===== src/rtl/fifo_read_port.sv =====
`default_nettype none
// ============================================================================
//  Module   : fifo_read_port
//  Purpose  : Read-clock-domain controller of a dual-clock asynchronous FIFO.
//             Synchronizes the Gray write pointer, keeps the binary/Gray read
//             pointer, produces a registered empty flag and presents popped
//             words through a registered valid/ready output stage.
//  Revision : 1.0 - initial release
// ============================================================================
module fifo_read_port #(
    parameter int DATASIZE = 8,
    parameter int ADDRSIZE = 4
) (
    input  logic                rclk,
    input  logic                rrst,
    input  logic [ADDRSIZE:0]   wptr,
    input  logic [DATASIZE-1:0] rdata_mem,
    input  logic                dout_ready,
    output logic [ADDRSIZE-1:0] raddr,
    output logic [ADDRSIZE:0]   rptr,
    output logic                rempty,
    output logic [DATASIZE-1:0] dout,
    output logic                dout_valid,
    output logic [ADDRSIZE:0]   rlevel
);

    localparam int c_PTRW = ADDRSIZE + 1;

    // Gray to binary: each binary bit is the XOR of all Gray bits at or above it.
    function automatic logic [c_PTRW-1:0] f_gray2bin(input logic [c_PTRW-1:0] g);
        logic [c_PTRW-1:0] b;
        b = '0;
        b[c_PTRW-1] = g[c_PTRW-1];
        for (int i = c_PTRW - 2; i >= 0; i--) begin
            b[i] = b[i+1] ^ g[i];
        end
        return b;
    endfunction

    logic [c_PTRW-1:0]   r_rq1;
    logic [c_PTRW-1:0]   r_rq2;
    logic [c_PTRW-1:0]   r_rbin;
    logic [c_PTRW-1:0]   r_rptr;
    logic                r_rempty;
    logic [DATASIZE-1:0] r_dout;
    logic                r_dout_valid;

    logic                w_rinc;
    logic [c_PTRW-1:0]   w_rbinnext;
    logic [c_PTRW-1:0]   w_rgraynext;
    logic [c_PTRW-1:0]   w_wbin_sync;

    // A word is fetched whenever memory holds data and the output slot is free
    // or is being emptied on this same edge.
    assign w_rinc      = !r_rempty && (!r_dout_valid || dout_ready);
    assign w_rbinnext  = r_rbin + {{ADDRSIZE{1'b0}}, w_rinc};
    assign w_rgraynext = (w_rbinnext >> 1) ^ w_rbinnext;
    assign w_wbin_sync = f_gray2bin(r_rq2);

    // Two-flop synchronizer bringing the write pointer into the read domain.
    always_ff @(posedge rclk or posedge rrst) begin
        if (rrst) begin
            r_rq1 <= '0;
            r_rq2 <= '0;
        end else begin
            r_rq1 <= wptr;
            r_rq2 <= r_rq1;
        end
    end

    // Read pointer and empty flag; empty compares the next pointer so that
    // consecutive pops need no bubble.
    always_ff @(posedge rclk or posedge rrst) begin
        if (rrst) begin
            r_rbin   <= '0;
            r_rptr   <= '0;
            r_rempty <= 1'b1;
        end else begin
            r_rbin   <= w_rbinnext;
            r_rptr   <= w_rgraynext;
            r_rempty <= (w_rgraynext == r_rq2);
        end
    end

    // Output stage: load on a pop, drop valid when consumed without a refill,
    // otherwise hold the word stable.
    always_ff @(posedge rclk or posedge rrst) begin
        if (rrst) begin
            r_dout       <= '0;
            r_dout_valid <= 1'b0;
        end else if (w_rinc) begin
            r_dout       <= rdata_mem;
            r_dout_valid <= 1'b1;
        end else if (dout_ready) begin
            r_dout_valid <= 1'b0;
        end
    end

    assign raddr      = r_rbin[ADDRSIZE-1:0];
    assign rptr       = r_rptr;
    assign rempty     = r_rempty;
    assign dout       = r_dout;
    assign dout_valid = r_dout_valid;
    // Occupancy as seen through the synchronized write pointer (excludes dout).
    assign rlevel     = w_wbin_sync - r_rbin;

endmodule
`default_nettype wire


===== config.mk =====
export PLATFORM = sky130hd
export DESIGN_NAME = fifo_read_port
export DESIGN_NICKNAME = d
export VERILOG_FILES = /design/src/rtl/fifo_read_port.sv
export SDC_FILE = /design/constraint.sdc
export NUM_CORES = 1
export LEC_CHECK = 0
export CELL_PAD_IN_SITES_DETAIL_PLACEMENT = 0
export CELL_PAD_IN_SITES_GLOBAL_PLACEMENT = 1
export CORE_ASPECT_RATIO = 1.5
export CORE_UTILIZATION = 30
export DETAILED_ROUTE_END_ITERATION = 6
export PLACE_DENSITY_LB_ADDON = 0.1
export SLEW_MARGIN = 30
export SYNTH_ARGS = -nofsm -noshare
export SYNTH_HDL_FRONTEND = slang
export SYNTH_SLANG_ARGS = --single-unit

===== constraint.sdc =====
create_clock -name rclk -period 5 [get_ports rclk]
set_clock_uncertainty 0.1 [all_clocks]
set_input_delay 0.5 -clock rclk [delete_from_list [all_inputs] [get_ports rclk]]
set_output_delay 0.5 -clock rclk [all_outputs]
set_load 0.02 [all_outputs]

# After elaboration in Yosys (flattened, before gate mapping)
# Index checks and enable logic that the tools add are counted.
# totals
reg_bits	30
input_bits	16
# op_classes
add_sub_neg	2
eq_ne	1
muxes	2
bitwise	5
n_reduce_logical	5
# ops
operator	count
$add A5 B1 Y5	1
$eq A5 B5 Y1	1
$sub A5 B5 Y5	1
$xor A4 B5 Y5	1
$xor A1 B1 Y1	4
$logic_not A1 Y1	2
$mux W1	2
$reduce_bool A2 Y1	1
$logic_and A1 B1 Y1	1
$logic_or A1 B1 Y1	1

# Longest topological paths before layout
# Gate-level depths: netlist (run 1).
# depth
ltp_word	6
ltp_mapped	10
depth_no_buf	10

# Least setup slack after synthesis (run 1)
# OpenSTA, ideal clock, no wires.
# synth_timing
path_kind	reg2out
start	register r_rq2[3]
end	output port rlevel[4]
t_arrival_ps	2384
required_ps	4400
path_slack_ps	2016
stages_incl_launch_ff	11
n_path_buf	0
path_cell_list	dfrtp_1 -> xor2_1 -> xnor2_1 -> xor2_1 -> xor2_1 -> ha_1 -> fa_1 -> inv_1 -> a21o_1 -> a21oi_1 -> xnor2_1
# synth_between
elab_chain_len	5
# synth_rtl
item	line	text
start: declaration	41	logic [c_PTRW-1:0] r_rq2;
start signal: assignment	67	r_rq2 <= r_rq1;
$xor A1 B1 Y1 *	35	b[i] = b[i+1] ^ g[i];
$xor A1 B1 Y1 (3 in a row)	35	
$sub A5 B5 Y5 *	105	assign rlevel = w_wbin_sync - r_rbin;
end: declaration	24	output logic [ADDRSIZE:0] rlevel
# Every way passes the cells marked *; elsewhere a longest branch is shown, timed or not.

# Worst setup path after layout (run 1)
# Same ends and word-level chain as after synthesis.

==> reports/metrics.json, run 1 <==
{
  "sta": {
    "tightestPinTransition_ns": 0.5997,
    "setup_total_negative_slack_ns": 0,
    "setup_viol": 0,
    "unrepaired_setup_endpoints_after_global_routing": "no",
    "final-max-slew-violation-count": 0,
    "fin_crit_sh_pct": 75.14,
    "hold_slack_ns": 0.2435,
    "maxClockFrequency_mhz": 266.2,
    "min_period_ns": 3.757,
    "max_slew_margin_pct": 59.96,
    "timing_hold_violations_final": 0
  },
  "floorplanning": {
    "die_outline_area_um2": 4541,
    "start_util_pct": 31.80,
    "fp-row-count": 28,
    "die_height_um": 82.04,
    "coreArea_um2": 4029,
    "die_width_um": 55.36,
    "number_of_placed_i_o_pins": 40
  },
  "pwr": {
    "power.share.combinational_pct": 56.6,
    "powerDensity_nw_per_um2": 691.5,
    "power_frac_clock_pct": 14.4,
    "netSwitchingPower_uw": 487.5,
    "sw_frac_of_total_pct": 38.94,
    "power.internal_uw": 764.5,
    "cellLeakagePower_uw": 0.0008089,
    "peakVddDrop_uv": 336.3,
    "p_seq_share_pct": 29.0
  },
  "cts": {
    "cts_resized": 0,
    "cts_sinks": 29,
    "cts-htree-levels": 2,
    "tritoncts": "yes",
    "worstSkewPairLatency_ns": 0.28,
    "max-clock-path-buffers": 2,
    "clock_buffers_created_by_tritoncts": 5,
    "cts.reportedPaths.clkPinSlew_ns": 0.06,
    "cts_root_buffer": "clkbuf_8",
    "post-cts-setup-buffer-count": 0,
    "cts-hold-fix-buffers": 0
  },
  "detailed_routing": {
    "drt_pre_antenna_iters": 2,
    "avgViaCountPerCell": 4.409,
    "route.final.wire_length_mm": 2.360,
    "route.antenna.remaining_nets": 0,
    "num_vias": 820,
    "detail_route.wl_per_cell_um": 12.69,
    "drt_first_iter_violations": 4,
    "drc": 0
  },
  "worst_setup_path": {
    "worstSetupEndpointType": "output port",
    "path_delay_family": "XOR/XNOR gates",
    "timing.critical_path.cells": "xor2_1 -> xnor2_1 -> xor2_1 -> xor2_1 -> ha_1 -> fa_1 -> inv_1 -> a21o_1 -> a21oi_1 -> xnor2_1 -> clkdlybuf4s50_1",
    "cp_max_fo": 3,
    "timing.critical_path.required_ns": 4.40,
    "timing.critical_path.arrival_ns": 3.16,
    "crit_type": "flop to output port",
    "critical_path.max_stage_delay_ns": 0.61,
    "timing.critical_path.buf_inv": 2,
    "rr_startpoint": "dout_valid",
    "worst_setup_path_startpoint": "r_rq2[3]",
    "type_of_element_launching_the_critical_path": "flop",
    "cpMaxStageDelayCell": "clkdlybuf4s50_1",
    "r2r_setup_slack_ns": 2.30,
    "crit_path_frequent_cell": "xor2_1"
  },
  "placed_design": {
    "placedCellCount": 178,
    "place.gp.congestion": 0.7740,
    "buffer_ports.inserted": 39,
    "hpwlAfterDp_mm": 1.791
  },
  "layout": {
    "drive_gt1_share_pct": 13.48,
    "layout_nets": 163,
    "most-common-layout-cells": "39 x clkdlybuf4s50_1, 28 x dfrtp_1, 12 x inv_1, 11 x xnor2_1, 7 x xor2_1",
    "syn_to_final_growth_pct": 41.31,
    "register_area_um2": 726.9,
    "layout.filler_cells": 390,
    "antenna-diode-count": 0,
    "finalCoreUtilization_pct": 44.94,
    "multiInputGateArea_um2": 501.7,
    "layout_commonest_cell": "clkdlybuf4s50_1",
    "final_cells": 186
  },
  "global_routing": {
    "wire_length_of_the_first_global_routing_pass_mm": 3.829,
    "pin_count_of_the_biggest_net_entering_global_routing": 30,
    "antenna_found_initial": 0,
    "via_count_of_the_first_global_routing_pass": 872,
    "grt.total_usage_pct": 11.60,
    "overflow_left_after_global_routing": 0
  },
  "worst_hold_path": {
    "hp-class": "flop to flop",
    "beginning_of_the_worst_hold_path": "r_rq1[1]"
  },
  "yosys": {
    "synth-seq-area-share_pct": 56.74,
    "syn-num-nets": 117,
    "synthesis.area_per_instance_um2": 13.63,
    "syn_area_um2": 1281,
    "syn-instance-count": 94,
    "synthDistinctLibCells": 24,
    "yosys_register_bits": 29,
    "yosysWarnings": 0
  },
  "flow_run": {
    "drv_cap": 0
  },
  "outcome": {
    "run_status": "completed"
  }
}
worst register-to-register path, delay by kind of cell (launching register included):
family | cells | cell delay (ns)
AOI/OAI and AO/OA | 2 | 0.74
xor gates and xnor gates | 1 | 0.22
adders and majority gates | 2 | 0.61
DFF | 1 | 0.41
and+or+nand+nor | 2 | 0.54
per-stage QoR:
stage,power [uW],setup WS [ns],area [um^2]
2_1_floorplan,800.7,2.016,1281
3_3_place_gp,1084,1.545,1728
3_5_place_dp,1089,1.503,1728
4_1_cts,1281,1.188,1810
5_1_grt,1337,0.9883,1810
6_report,1252,1.243,1810
cell families (layout without fill, tap and decap cells):
group / Yosys count / after routing / synth area share, %
simple gates: 8 / 8 / 3.907
compound gates: 7 / 7 / 4.198
fa+ha+maj: 7 / 7 / 7.422
flops: 29 / 29 / 56.74
mux: 8 / 8 / 7.031
buf+inv: 14 / 61 / 4.102
xor+xnor: 21 / 21 / 16.60
cells in the mapped netlist:
cell type | count | area, um^2
or3b_1 | 1 | 8.760
nand3b_1 | 1 | 7.510
xor2_1 | 7 | 61.31
dfstp_2 | 1 | 26.28
inv_1 | 13 | 48.80
nand3_2 | 1 | 10.01
mux2_1 | 4 | 45.04
a21oi_1 | 2 | 10.01
xnor2_1 | 11 | 96.34
a221oi_2 | 1 | 15.01
nand2_1 | 2 | 7.510
dfrtp_1 | 28 | 700.7
a21o_1 | 2 | 15.01
xnor2_2 | 1 | 16.27
xnor3_1 | 1 | 22.52
a21oi_2 | 1 | 8.760
xor2_2 | 1 | 16.27
o21ai_0 | 1 | 5.000
nand3_1 | 2 | 10.01
mux2_2 | 4 | 45.04
ha_1 | 6 | 75.07
or3_1 | 1 | 6.260
inv_2 | 1 | 3.750
fa_1 | 1 | 20.02
layer usage:
layer,track usage [%],share of wire (%),up-vias
met5,0,0,-
met4,7.500,2.6,0
met3,3.937,6.2,5
met2,21.81,55,31
met1,10.60,36,393
li1,-,-,391
registers in the layout, indices dropped and copies added (netlist names):
register	count
rempty	1
r_rq2	5
r_rq1	5
dout_valid	1
r_rbin	5
rptr	4
dout	8
worst paths after layout:
| path | cells past startpoint | end |
|---|---|---|
| max in group asynchronous | 2 | r_rq1[1] |
| max | 11 | rlevel[4] |
| min | 0 | r_rq2[1] |
| min in group asynchronous | 2 | r_rq2[2] |
| max reg2reg | 7 | rempty |
| min reg2reg | 0 | r_rq2[1] |
area by class of cell:
cell class,count,share of cell area (%)
flip-flops and latches,29,40.15
multi-input cells,51,27.71
repair buffers,39,21.56
clock buffers,6,4.008
well taps,45,3.110
inverters,14,2.903
clock inverters,2,0.5529
power groups by stage:
stage               clock network (uW)  registers (uW)  logic (uW)
floorplan                            0             437         364
global placement                     0             367         717
detailed placement                   0             369         721
CTS                                191             365         725
global route                       197             375         764
finish                             180             362         709
Note: power is estimated with default switching activity, not from simulation.
==> run 2: changes to the inputs <==
- clock period: 5 -> 3.8 ns (I/O delays scaled with it)
==> run 2 against run 1 <==
Net effect:
- largest power group unchanged
- sequential share of layout area down 0.49 points
- routed wire length shrank 5.0%
- sequential power rose by 31%
- critical endpoint unchanged
- design area rose by 1.2%
- cell count rose by 0.54%
- combinational power is 32% higher
- clock-buffer cell count is the same
- hold slack is essentially flat
- worst setup slack worse by 1.0 ns
- via count rose by 0.85%
- non-clock buffer count increased by 1
- largest cell class unchanged
==> reports/metrics.json, run 2 (synthesized netlist as in run 1, its figures left out) <==
{
  "outcome": {
    "run_status": {"value": "completed", "change": "unchanged"}
  },
  "worst_setup_path": {
    "timing.critical_path.arrival": {"value": 3.10, "unit": "ns", "change": "was 3.16 ns"},
    "cp_max_fo": {"value": 3, "change": "unchanged"},
    "crit_path_frequent_cell": {"value": "xor2_1", "change": "unchanged"},
    "timing.critical_path.buf_inv": {"value": 2, "change": "unchanged"},
    "timing.critical_path.required": {"value": 3.32, "unit": "ns", "change": "was 4.40 ns"},
    "path_delay_family": {"value": "XOR/XNOR gates", "change": "unchanged"},
    "reg2reg_depth": {"value": 7, "change": "unchanged"},
    "worstSetupEndpointType": {"value": "output port", "change": "unchanged"},
    "rr_startpoint": {"value": "dout_valid", "change": "unchanged"},
    "regToRegEndpoint": {"value": "rempty", "change": "unchanged"},
    "crit_type": {"value": "flop to output port", "change": "unchanged"},
    "timing.critical_path.cells": {"value": "xor2_1 -> xnor2_2 -> xor2_2 -> xor2_1 -> ha_1 -> fa_1 -> inv_1 -> a21o_1 -> a21oi_1 -> xnor2_1 -> clkdlybuf4s50_1", "change": "was xor2_1 -> xnor2_1 -> xor2_1 -> xor2_1 -> ha_1 -> fa_1 -> inv_1 -> a21o_1 -> a21oi_1 -> xnor2_1 -> clkdlybuf4s50_1"},
    "r2r_setup_slack": {"value": 1.48, "unit": "ns", "change": "was 2.30 ns"},
    "type_of_element_launching_the_critical_path": {"value": "flop", "change": "unchanged"},
    "critical_path.max_stage_delay": {"value": 0.61, "unit": "ns", "change": "about the same"},
    "cpMaxStageDelayCell": {"value": "clkdlybuf4s50_1", "change": "unchanged"}
  },
  "layout": {
    "drive_gt1_share": {"value": 15.49, "unit": "%", "change": "was 13.48%"},
    "layout.filler_cells": {"value": 402, "change": "was 390"},
    "antenna-diode-count": {"value": 0, "change": "unchanged"},
    "most-common-layout-cells": {"value": "39 x clkdlybuf4s50_1, 28 x dfrtp_1, 12 x inv_1, 10 x xnor2_1", "change": "was 39 x clkdlybuf4s50_1, 28 x dfrtp_1, 12 x inv_1, 11 x xnor2_1, 7 x xor2_1"},
    "final_cells": {"value": 187, "change": "was 186"},
    "layout_nets": {"value": 164, "change": "was 163"},
    "multiInputGateArea": {"value": 516.7, "unit": "um^2", "change": "was 501.7 um^2"},
    "max_ffs_per_register": {"value": 8, "change": "unchanged"},
    "syn_to_final_growth": {"value": 43.07, "unit": "%", "change": "was 41.31%"},
    "register_area": {"value": 726.9, "unit": "um^2", "change": "unchanged"},
    "layout_commonest_cell": {"value": "clkdlybuf4s50_1", "change": "unchanged"}
  },
  "detailed_routing": {
    "drt_pre_antenna_iters": {"value": 2, "change": "unchanged"},
    "route.final.wire_length": {"value": 2.241, "unit": "mm", "change": "was 2.360 mm"},
    "num_vias": {"value": 827, "change": "was 820"},
    "avgViaCountPerCell": {"value": 4.422, "change": "was 4.409"},
    "route.antenna.remaining_nets": {"value": 0, "change": "unchanged"},
    "drt_first_iter_violations": {"value": 3, "change": "was 4"},
    "drc": {"value": 0, "change": "unchanged"},
    "detail_route.wl_per_cell": {"value": 11.98, "unit": "um", "change": "was 12.69 um"}
  },
  "floorplanning": {
    "die_height": {"value": 82.04, "unit": "um", "change": "unchanged"},
    "number_of_placed_i_o_pins": {"value": 40, "change": "unchanged"},
    "fp-row-count": {"value": 28, "change": "unchanged"},
    "die_width": {"value": 55.36, "unit": "um", "change": "unchanged"},
    "coreArea": {"value": 4029, "unit": "um^2", "change": "unchanged"},
    "start_util": {"value": 31.80, "unit": "%", "change": "unchanged"},
    "die_outline_area": {"value": 4541, "unit": "um^2", "change": "unchanged"}
  },
  "worst_hold_path": {
    "beginning_of_the_worst_hold_path": {"value": "r_rq1[1]", "change": "unchanged"},
    "worst_hold_path.num_cells": {"value": 0, "change": "unchanged"},
    "timing.hold.worst_endpoint": {"value": "r_rq2[1]", "change": "unchanged"},
    "hp-class": {"value": "flop to flop", "change": "unchanged"}
  },
  "cts": {
    "tritoncts": {"value": "yes", "change": "unchanged"},
    "max-clock-path-buffers": {"value": 2, "change": "unchanged"},
    "cts_root_buffer": {"value": "clkbuf_8", "change": "unchanged"},
    "cts-htree-levels": {"value": 2, "change": "unchanged"},
    "cts.reportedPaths.clkPinSlew": {"value": 0.06, "unit": "ns", "change": "about the same"},
    "cts-hold-fix-buffers": {"value": 0, "change": "unchanged"},
    "cts_sinks": {"value": 29, "change": "unchanged"},
    "worstSkewPairLatency": {"value": 0.27, "unit": "ns", "change": "was 0.28 ns"},
    "clock_buffers_created_by_tritoncts": {"value": 5, "change": "unchanged"}
  },
  "placed_design": {
    "place.gp.congestion": {"value": 0.7578, "change": "was 0.7740"},
    "placedCellCount": {"value": 179, "change": "was 178"},
    "buffer_ports.inserted": {"value": 39, "change": "unchanged"},
    "place_ws": {"value": 0.3690, "unit": "ns", "change": "was 1.503 ns"},
    "hpwlAfterDp": {"value": 1.773, "unit": "mm", "change": "was 1.791 mm"}
  },
  "sta": {
    "final-max-slew-violation-count": {"value": 0, "change": "unchanged"},
    "hold_slack": {"value": 0.2431, "unit": "ns", "change": "was 0.2435 ns"},
    "unrepaired_setup_endpoints_after_global_routing": {"value": "no", "change": "unchanged"},
    "final.setup.worst_slack": {"value": 0.2227, "unit": "ns", "change": "was 1.243 ns"},
    "max_slew_margin": {"value": 61.36, "unit": "%", "change": "was 59.96%"},
    "fin_crit_sh_pct": 94.14,
    "tightestPinTransition": {"value": 0.5788, "unit": "ns", "change": "was 0.5997 ns"},
    "min_period_ns": 3.577,
    "timing_hold_violations_final": {"value": 0, "change": "unchanged"},
    "setup_total_negative_slack": {"value": 0, "unit": "ns", "change": "unchanged"},
    "maxClockFrequency_mhz": 279.5,
    "setup_viol": {"value": 0, "change": "unchanged"}
  },
  "global_routing": {
    "overflow_left_after_global_routing": {"value": 0, "change": "unchanged"},
    "via_count_of_the_first_global_routing_pass": {"value": 893, "change": "was 872"},
    "pin_count_of_the_biggest_net_entering_global_routing": {"value": 30, "change": "unchanged"},
    "grt.total_usage": {"value": 11.20, "unit": "%", "change": "was 11.60%"},
    "wire_length_of_the_first_global_routing_pass": {"value": 3.774, "unit": "mm", "change": "was 3.829 mm"},
    "antenna_found_initial": {"value": 0, "change": "unchanged"}
  },
  "pwr": {
    "peakVddDrop": {"value": 415.8, "unit": "uV", "change": "was 336.3 uV"},
    "powerDensity": {"value": 897.8, "unit": "nW/um^2", "change": "was 691.5 nW/um^2"},
    "cellLeakagePower": {"value": 0.0008207, "unit": "uW", "change": "was 0.0008089 uW"}
  },
  "flow_run": {
    "drv_cap": {"value": 0, "change": "unchanged"}
  }
}
run 2: worst max-delay path by stage:
stage / startpoint / end / slack [ns] / depth (start not counted)
5_1_grt: r_rq2[3] / rlevel[4] / 0.007 / 11
2_1_floorplan: r_rq2[3] / rlevel[4] / 0.94 / 10
3_3_place_gp: r_rq2[3] / rlevel[4] / 0.46 / 11
4_1_cts: r_rq2[3] / rlevel[4] / 0.07 / 11
3_5_place_dp: r_rq2[3] / rlevel[4] / 0.37 / 11
6_report: r_rq2[3] / rlevel[4] / 0.22 / 11
run 2: area by class of cell:
cell class                      instances  area share, %
Multi-Input combinational cell         51          28.19
Inverter                               14          2.867
Sequential cell                        29          39.66
Clock inverter                          2         0.5461
Tap cell                               45          3.072
Clock buffer                            6          3.959
Timing Repair Buffer                   40          21.71
run 2: report_power, final:
group	switching, uW	internal [uW]	total [uW]	leakage, uW
registers	72.6	404	476	0.000334
logic	457	480	937	0.000442
clock network	106	126	233	0.0000450
run 2: timing repair:
action | CTS | global route
gates resized for setup | 0 | 2
hold endpoints to repair | 0 | 0
setup buffers | 0 | 0
endpoints found under the setup margin | 0 | 1
run 2: routing by layer:
metal | vias to the layer above | wire (um) | GRT usage (%)
met5 | - | 0 | 0
met4 | 0 | 20 | 6.000
met3 | 2 | 130 | 3.307
met2 | 30 | 1267 | 21.57
met1 | 401 | 822 | 10.62
li1 | 394 | - | -
run 2: stage by stage:
| stage | power [uW] | utilization [%] | area [um^2] |
|---|---|---|---|
| after floorplan | 1054 | - | 1281 |
| after global placement | 1430 | 43.07 | 1735 |
| after detailed placement | 1433 | 43.07 | 1735 |
| after CTS | 1678 | 45.12 | 1818 |
| after global routing | 1763 | 45.50 | 1833 |
| final | 1646 | 45.50 | 1833 |
